## config.mk

```make
export PLATFORM = sky130hd
export DESIGN_NAME = mem_stall_arb_flat
export DESIGN_NICKNAME = d
export VERILOG_FILES = /design/src/rtl/mem_stall_arb_if.sv /design/src/rtl/mem_stall_arb.sv /design/src/flat_wrapper.sv
export SDC_FILE = /design/constraint.sdc
export NUM_CORES = 1
export LEC_CHECK = 0
export BUFFER_PORTS_ARGS = -buffer_cell sky130_fd_sc_hd__buf_2
export CAP_MARGIN = 20
export CORE_MARGIN = 2
export CORE_UTILIZATION = 50
export CTS_BUF_LIST = sky130_fd_sc_hd__clkbuf_16
export CTS_CLUSTER_DIAMETER = 60
export DETAILED_ROUTE_END_ITERATION = 7
export HOLD_SLACK_MARGIN = 0.12
export PLACE_DENSITY = 0.74
export SYNTH_ARGS = -nofsm -noshare
export SYNTH_HDL_FRONTEND = slang
export SYNTH_SLANG_ARGS = --single-unit
```

## constraint.sdc

```tcl
create_clock -name clk -period 2.71 [get_ports clk]
set_clock_uncertainty 0.1 [all_clocks]
set_input_delay 0.271 -clock clk [delete_from_list [all_inputs] [get_ports clk]]
set_output_delay 0.271 -clock clk [all_outputs]
set_load 0.005 [all_outputs]
```

## src/rtl/mem_stall_arb_if.sv

```systemverilog
// Request/grant bus between the pipeline requesters, the shared memory
// controller and the stall arbiter.
//   req       : per-port level request from the pipeline stages
//   mem_done  : completion from the shared memory controller
//   grant     : one-hot memory mux select from the arbiter
//   mem_start : one-cycle start pulse for the controller
//   port_done : one-hot completion pulse back to the requesting stage
//   hold      : global pipeline stall
// Modport master = requester/controller side, slave = arbiter side.
interface mem_stall_arb_if #(
  parameter int NUM_PORTS = 2
);
  logic [NUM_PORTS-1:0] req;
  logic [NUM_PORTS-1:0] grant;
  logic [NUM_PORTS-1:0] port_done;
  logic                 mem_start;
  logic                 mem_done;
  logic                 hold;

  modport master (
    output req, mem_done,
    input  grant, mem_start, port_done, hold
  );

  modport slave (
    input  req, mem_done,
    output grant, mem_start, port_done, hold
  );
endinterface

```

## src/rtl/mem_stall_arb.sv

```systemverilog
// Memory-stall controller and shared-memory arbiter.
// Serialises up to NUM_PORTS pipeline requesters (lower index = higher
// priority) onto one memory controller and stalls the pipeline until every
// request of the current slot has completed. An optional per-access timeout
// force-completes a hung access and sets a sticky error flag.
// Ports:
//   clk          : system clock, rising edge
//   rst          : asynchronous active-low reset
//   initializing : boot in progress; suppresses hold and new grants
//   bus          : request/grant bus (slave modport)
//   timeout_err  : sticky timeout flag, cleared only by reset
module mem_stall_arb #(
  parameter int NUM_PORTS = 2,
  parameter int WAIT_W    = 4,
  parameter int TIMEOUT   = 12
) (
  input  logic                  clk,
  input  logic                  rst,
  input  logic                  initializing,
  mem_stall_arb_if.slave        bus,
  output logic                  timeout_err
);

  typedef enum logic {IDLE, BUSY} state_t;

  state_t                state_reg, state_next;
  logic [NUM_PORTS-1:0]  grant_reg, grant_next;
  logic [NUM_PORTS-1:0]  served_reg, served_next;
  logic                  mem_start_reg, mem_start_next;
  logic [WAIT_W-1:0]     wait_cnt_reg, wait_cnt_next;
  logic                  timeout_err_reg, timeout_err_next;

  logic [NUM_PORTS-1:0]  pending, remaining, done_now;
  logic [NUM_PORTS-1:0]  pending_first, remaining_first;
  logic [NUM_PORTS-1:0]  pending_below, remaining_below;
  logic                  busy, timeout_hit, done_evt, hold_int;

  assign pending = bus.req & ~served_reg;

  // Lowest-index one-hot pick: *_below[i] is set when any lower port is set.
  for (genvar gi = 0; gi < NUM_PORTS; gi++) begin : g_pick
    if (gi == 0) begin : g_first
      assign pending_below[gi]   = 1'b0;
      assign remaining_below[gi] = 1'b0;
    end else begin : g_rest
      assign pending_below[gi]   = pending_below[gi-1]   | pending[gi-1];
      assign remaining_below[gi] = remaining_below[gi-1] | remaining[gi-1];
    end
    assign pending_first[gi]   = pending[gi]   & ~pending_below[gi];
    assign remaining_first[gi] = remaining[gi] & ~remaining_below[gi];
  end

  always_comb begin
    busy        = (state_reg == BUSY);
    // A real mem_done on the last allowed cycle wins over the timeout.
    timeout_hit = (TIMEOUT != 0) && busy &&
                  (wait_cnt_reg == WAIT_W'(TIMEOUT - 1)) && !bus.mem_done;
    done_evt    = busy && (bus.mem_done || timeout_hit);
    done_now    = done_evt ? grant_reg : '0;
    remaining   = pending & ~done_now;
    // Completion releases hold combinationally in the done cycle itself.
    hold_int    = rst && !initializing && (|remaining);
  end

  always_comb begin
    state_next       = state_reg;
    grant_next       = grant_reg;
    mem_start_next   = 1'b0;
    wait_cnt_next    = wait_cnt_reg;
    timeout_err_next = timeout_err_reg | timeout_hit;
    // The slot ends (and served resets) whenever the pipeline is not held.
    served_next      = hold_int ? (served_reg | done_now) : '0;

    case (state_reg)
      IDLE: begin
        if (!initializing && (|pending)) begin
          state_next     = BUSY;
          grant_next     = pending_first;
          mem_start_next = 1'b1;
          wait_cnt_next  = '0;
        end
      end
      BUSY: begin
        if (wait_cnt_reg != {WAIT_W{1'b1}}) begin
          wait_cnt_next = wait_cnt_reg + 1'b1;
        end
        if (done_evt) begin
          wait_cnt_next = '0;
          if (!initializing && (|remaining)) begin
            // Hand over directly to the next port, no idle bubble.
            grant_next     = remaining_first;
            mem_start_next = 1'b1;
          end else begin
            state_next = IDLE;
            grant_next = '0;
          end
        end
      end
      default: begin
        state_next = IDLE;
        grant_next = '0;
      end
    endcase
  end

  always_ff @(posedge clk or negedge rst) begin
    if (!rst) begin
      state_reg       <= IDLE;
      grant_reg       <= '0;
      served_reg      <= '0;
      mem_start_reg   <= 1'b0;
      wait_cnt_reg    <= '0;
      timeout_err_reg <= 1'b0;
    end else begin
      state_reg       <= state_next;
      grant_reg       <= grant_next;
      served_reg      <= served_next;
      mem_start_reg   <= mem_start_next;
      wait_cnt_reg    <= wait_cnt_next;
      timeout_err_reg <= timeout_err_next;
    end
  end

  assign bus.grant     = grant_reg;
  assign bus.mem_start = mem_start_reg;
  assign bus.port_done = done_now;
  assign bus.hold      = hold_int;
  assign timeout_err   = timeout_err_reg;

endmodule

```

## src/flat_wrapper.sv

```systemverilog
// flat-port wrapper written by rule: the top's interface ports become plain ports
module mem_stall_arb_flat 
#(
  parameter int NUM_PORTS = 2,
  parameter int WAIT_W    = 4,
  parameter int TIMEOUT   = 12
)
  (clk, rst, initializing, timeout_err, bus_req, bus_mem_done, bus_grant, bus_mem_start, bus_port_done, bus_hold);
  mem_stall_arb_if #(.NUM_PORTS(NUM_PORTS)) bus_i ();
  input  logic clk;
  input  logic rst;
  input  logic initializing;
  output logic timeout_err;
  input wire logic [$bits(bus_i.req)-1:0] bus_req;
  input wire logic [$bits(bus_i.mem_done)-1:0] bus_mem_done;
  output wire logic [$bits(bus_i.grant)-1:0] bus_grant;
  output wire logic [$bits(bus_i.mem_start)-1:0] bus_mem_start;
  output wire logic [$bits(bus_i.port_done)-1:0] bus_port_done;
  output wire logic [$bits(bus_i.hold)-1:0] bus_hold;
  assign bus_i.req = bus_req;
  assign bus_i.mem_done = bus_mem_done;
  assign bus_grant = bus_i.grant;
  assign bus_mem_start = bus_i.mem_start;
  assign bus_port_done = bus_i.port_done;
  assign bus_hold = bus_i.hold;
  mem_stall_arb #(.NUM_PORTS(NUM_PORTS), .WAIT_W(WAIT_W), .TIMEOUT(TIMEOUT)) u_core (.clk(clk), .rst(rst), .initializing(initializing), .bus(bus_i), .timeout_err(timeout_err));
endmodule
```

==> impl_metrics.toml, run 1 <==
[cells_and_area]
final_layout_size_suffix_gt1_share_pct = 26.6
num-nets-final = 87
fin_area_sq_um = 800
fin_util_pct = 63.8
syn_to_final_growth_pct = 22.2
instances_no_fill = 94
largest_reg_flops = 4
diodes = 0

[placed_design]
io_buffers = 12
dp_hpwl_um = 981
place_area_sq_um = 711
numPlacedInstances = 89
gp_congestion = 0.887
dp_slack_ps = 729

[cts]
cts_num_sinks = 11
cts.htree.levels = 1
cts_tree = "yes"
ctsLongestPathBuffers = 2
path_clk_slew_ps = 40
ctsResizeCount = 0
hold_buffers = 1
numCtsBuffers = 3
cts_setup_buffers = 0
worstSkewPairLatency_ps = 230
cts_root_buf = "clkbuf_16"

[critical_path]
arrival_ps = 1900
endpoint_kind = "output port"
required_ps = 2340
critPathKind = "flop to output port"
startpoint_type = "flop"
crit_path_max_fanout = 7

[global_routing]
grt_max_degree = 13
grt_pass1_vias = 490
overflow = 0
grt_usage_pct = 21.5
antenna_found_initial = 0
grt_pass1_wl_um = 2240

[synth]
ys_ff_latch = 11
synth_top_area_share_pct = 42.1
synth_nets = 72
synth_cells = 65
netlist_area_sq_um = 654
yosysTopAreaCell = "dfrtp_1"
async_flop_share_pct = 100
synth_seq_area_share_pct = 42.1
synth_area_leaders = "dfrtp_1, a21oi_1, a32o_1"
synth-edff-count = 0
avgSynthCellArea_sq_um = 10.1
synth_commonest_cells = "dfrtp_1, a21oi_1, nand3_1"
ys_types = 37
yosysMostFrequentCell = "dfrtp_1"
synth_flop_cell = "dfrtp_1"
ys_warn_count = 0

[routing]
wl_per_cell_um = 15.2
vias = 600
drc = 0
drt_first_pass_iters = 4
wl_um = 1430
vias_per_cell = 6.38
ant_nets = 0
drtIter0Drc = 22

[sta]
finalSetupTns_ps = 0
clock.fmax_mhz = 440
finalMaxSlewViolations = 0
setup_slack_ps = 439
hold_viol = 0
slew-limit-headroom_pct = 71.4
rsz0062_at_grt = "no"
finalSetupViolCount = 0
tightest_slew_ps = 426
finalCritPeriodShare_pct = 83.8
min_period_ps = 2270

[run_status]
status = "completed"

[die]
die_area_sq_um = 1610
die_y_um = 40.2
start_util_pct = 52.2
boundaryPins = 13
rows = 13
die_w_um = 40.2
core_sq_um = 1250

[run]
drv_cap = 0

[power]
powerDensity_nw_per_um2 = 842
p_leak_nw = 0.378
ir_worst_vdd_uv = 540

[hold_path]
hold_class = "input pin to flop"
[worst max-delay path, stage by stage (launching register included)]
cell and delay (ps):
dfrtp_1 400, ha_1 240, and3b_1 230, o21ai_1 370, a21oi_1 190, nor2_1 130
buf_2 110
[layer usage]
layer | track usage, % | wire (um) | part of all wire (%) | up-vias
met5 | 0 | 0 | 0 | -
met4 | 10.8 | 23 | 1.6 | 0
met3 | 5.00 | 118 | 8.3 | 4
met2 | 30.6 | 660 | 46 | 35
met1 | 30.1 | 627 | 44 | 278
li1 | - | - | - | 283
[placed cells by master (no fill, tap or decap), types with 2 or more instances in the layout]
cell type,n
buf_2,12
a32o_1,2
nand2b_1,2
o21ai_0,2
mux2i_1,2
a21oi_1,4
a31oi_1,2
nor3_1,3
nand3b_1,2
inv_1,4
nand3_1,4
dfrtp_1,11
nand2_1,3
clkbuf_16,3
[through the flow]
step	hold WS (ps)	power [mW]
2_1_floorplan	-125	0.357
3_3_place_gp	57.1	0.406
5_1_grt	171	0.720
6_report	163	0.673
3_5_place_dp	60.5	0.409
4_1_cts	159	0.676
[final timing paths]
check / depth (start not counted) / from / slack, ps / end
min in group asynchronous: 2 / rst / 340 / u_core.bus.grant[1]
worst max-delay path: 6 / u_core.wait_cnt_reg[0] / 440 / bus_hold
max in group asynchronous: 2 / rst / 1960 / u_core.wait_cnt_reg[0]
worst max register to register: 5 / u_core.wait_cnt_reg[0] / 780 / u_core.served_reg[1]
worst min-delay path: 2 / initializing / 160 / u_core.bus.mem_start
worst min register to register: 1 / u_core.timeout_err / 370 / u_core.timeout_err
[final cells by class]
type / count / area (sq um)
Clock inverter: 1 / 3.75
Clock buffer: 3 / 75.1
Sequential cell: 11 / 275
Fill cell: 107 / 453
Tap cell: 15 / 18.8
Inverter: 3 / 11.3
Multi-Input combinational cell: 48 / 345
Timing Repair Buffer: 13 / 70.1
[power breakdown]
part	switching, mW	leakage (nW)	internal [mW]
combinational	0.0839	0.190	0.0834
sequential	0.0506	0.146	0.194
clock	0.0680	0.0423	0.193
[logic make-up (layout without fill, tap and decap cells)]
logic type | Yosys count | count (layout) | synth area share, %
buffers and inverters | 6 | 20 | 5.16
muxes | 2 | 2 | 3.06
xor gates and xnor gates | 1 | 1 | 1.34
adders and majority gates | 1 | 1 | 1.91
DFF | 11 | 11 | 42.1
and+or+nand+nor | 23 | 23 | 22.0
AOI/OAI and AO/OA | 21 | 21 | 24.5
Power figures use the tool's default switching activity.
==> inputs of run 2 (changes only) <==
CORE_UTILIZATION = 46   (was 50)
PLACE_DENSITY = 0.71   (was 0.74)
clock period = 1.9 ns   (was 2.71 ns; I/O delays follow)
==> impl_metrics.toml, run 2 (same netlist as run 1, synthesis figures left out) <==
[run_status]
status = "completed"

[critical_path]
required_ps = 1610
endpoint_kind = "output port"
critPathMaxStageDelay_ps = 380
arrival_ps = 1580
crit_slowest_cell = "dfrtp_1"
startpoint_type = "flop"
crit_chain = "ha_2 > and3b_2 > or2_4 > and3_4 > buf_2"
critPathKind = "flop to output port"
r2r_slack_ps = 60
crit_path_max_fanout = 4
reg2regPathDepth = 6

[cts]
ctsLongestPathBuffers = 2
path_clk_slew_ps = 40
cts_num_sinks = 11
cts.htree.levels = 1
worstSkewPairLatency_ps = 240
cts_tree = "yes"
cts_root_buf = "clkbuf_16"
numCtsBuffers = 3

[power]
p_leak_nw = 0.421
ir_worst_vdd_uv = 705
powerDensity_nw_per_um2 = 1150

[placed_design]
gp_congestion = 0.846
place_area_sq_um = 726
numPlacedInstances = 91
io_buffers = 12
dp_slack_ps = 28.6
dp_hpwl_um = 970

[routing]
wl_um = 1510
wl_per_cell_um = 14.6
drt_first_pass_iters = 4
drtIter0Drc = 14
vias_per_cell = 5.82
vias = 599
ant_nets = 0
drc = 0

[hold_path]
hold_class = "input pin to flop"
whs_path_depth = 3

[cells_and_area]
fin_util_pct = 67.3
final_layout_size_suffix_gt1_share_pct = 38.6
diodes = 0
num-nets-final = 96
syn_to_final_growth_pct = 35.6
largest_reg_flops = 4
final_cell_mix = "buf_2, dfrtp_1, buf_4"
final_common_cell = "buf_2"
instances_no_fill = 103
fin_area_sq_um = 887

[sta]
finalSetupTns_ps = 0
clock.fmax_mhz = 534
slew-limit-headroom_pct = 80.7
finalCritPeriodShare_pct = 98.5
finalMaxSlewViolations = 0
tightest_slew_ps = 286
hold_viol = 0
rsz0062_at_grt = "no"
setup_slack_ps = 27.9
min_period_ps = 1870
finalSetupViolCount = 0

[die]
rows = 13
die_y_um = 41.7
boundaryPins = 13
die_w_um = 41.7
core_sq_um = 1320
die_area_sq_um = 1740
start_util_pct = 49.7

[global_routing]
antenna_found_initial = 0
grt_max_degree = 13
grt_pass1_wl_um = 2520
grt_usage_pct = 20.1
grt_pass1_vias = 547
overflow = 0

[run]
drv_cap = 0
==> run 2: area by class of cell <==
cell class	instances	area [sq um]
fillers	97	430
multi-input cells	48	363
flip-flops and latches	11	275
repair buffers	22	140
clock buffers	3	75.1
well taps	15	18.8
inverters	3	11.3
clock inverters	1	3.75
==> run 2: repair_timing <==
item                                   in CTS  in global routing
cloned                                      0                  0
buffers inserted                            4                  2
resized for setup                           3                  3
endpoints found under the hold margin      12                  0
hold buffers                                2                  0
setup endpoints to repair                   3                  4
pin swaps                                   3                  2
==> run 2: path summary, 6_finish.rpt <==
kind                                        start                   end
min in group asynchronous                     rst  u_core.bus.mem_start
min                                  bus_mem_done    u_core.timeout_err
min reg2reg                    u_core.timeout_err    u_core.timeout_err
max in group asynchronous                     rst    u_core.timeout_err
max reg2reg                u_core.wait_cnt_reg[0]   u_core.bus.grant[1]
max                        u_core.wait_cnt_reg[0]      bus_port_done[0]
==> run 2: layer usage <==
layer / vias to the layer above / wire length, um / global-route usage [%] / share of wire [%]
li1: 295 / - / - / -
met1: 286 / 657 / 21.9 / 44
met2: 15 / 742 / 32.5 / 49
met3: 3 / 75 / 8.26 / 5.0
met4: 0 / 32 / 11.6 / 2.1
met5: - / 0 / 0 / 0
==> run 2: critical path, delay by kind of cell, from the launching register on <==
family | cells | cell delay (ps)
adders and majority gates | 1 | 190
buffers and inverters | 1 | 120
and+or+nand+nor | 3 | 650
DFF | 1 | 380
==> run 2: power breakdown <==
group,internal (mW),switching (mW)
Combinational,0.159,0.142
Clock,0.276,0.106
Sequential,0.276,0.0606
Total,0.711,0.308
==> run 2: through the flow <==
step / power (mW) / hold WS (ps)
floorplan: 0.510 / -206
global placement: 0.597 / -21.0
detailed placement: 0.598 / -20.9
CTS: 1.01 / 211
global route: 1.09 / 256
finish: 1.02 / 237
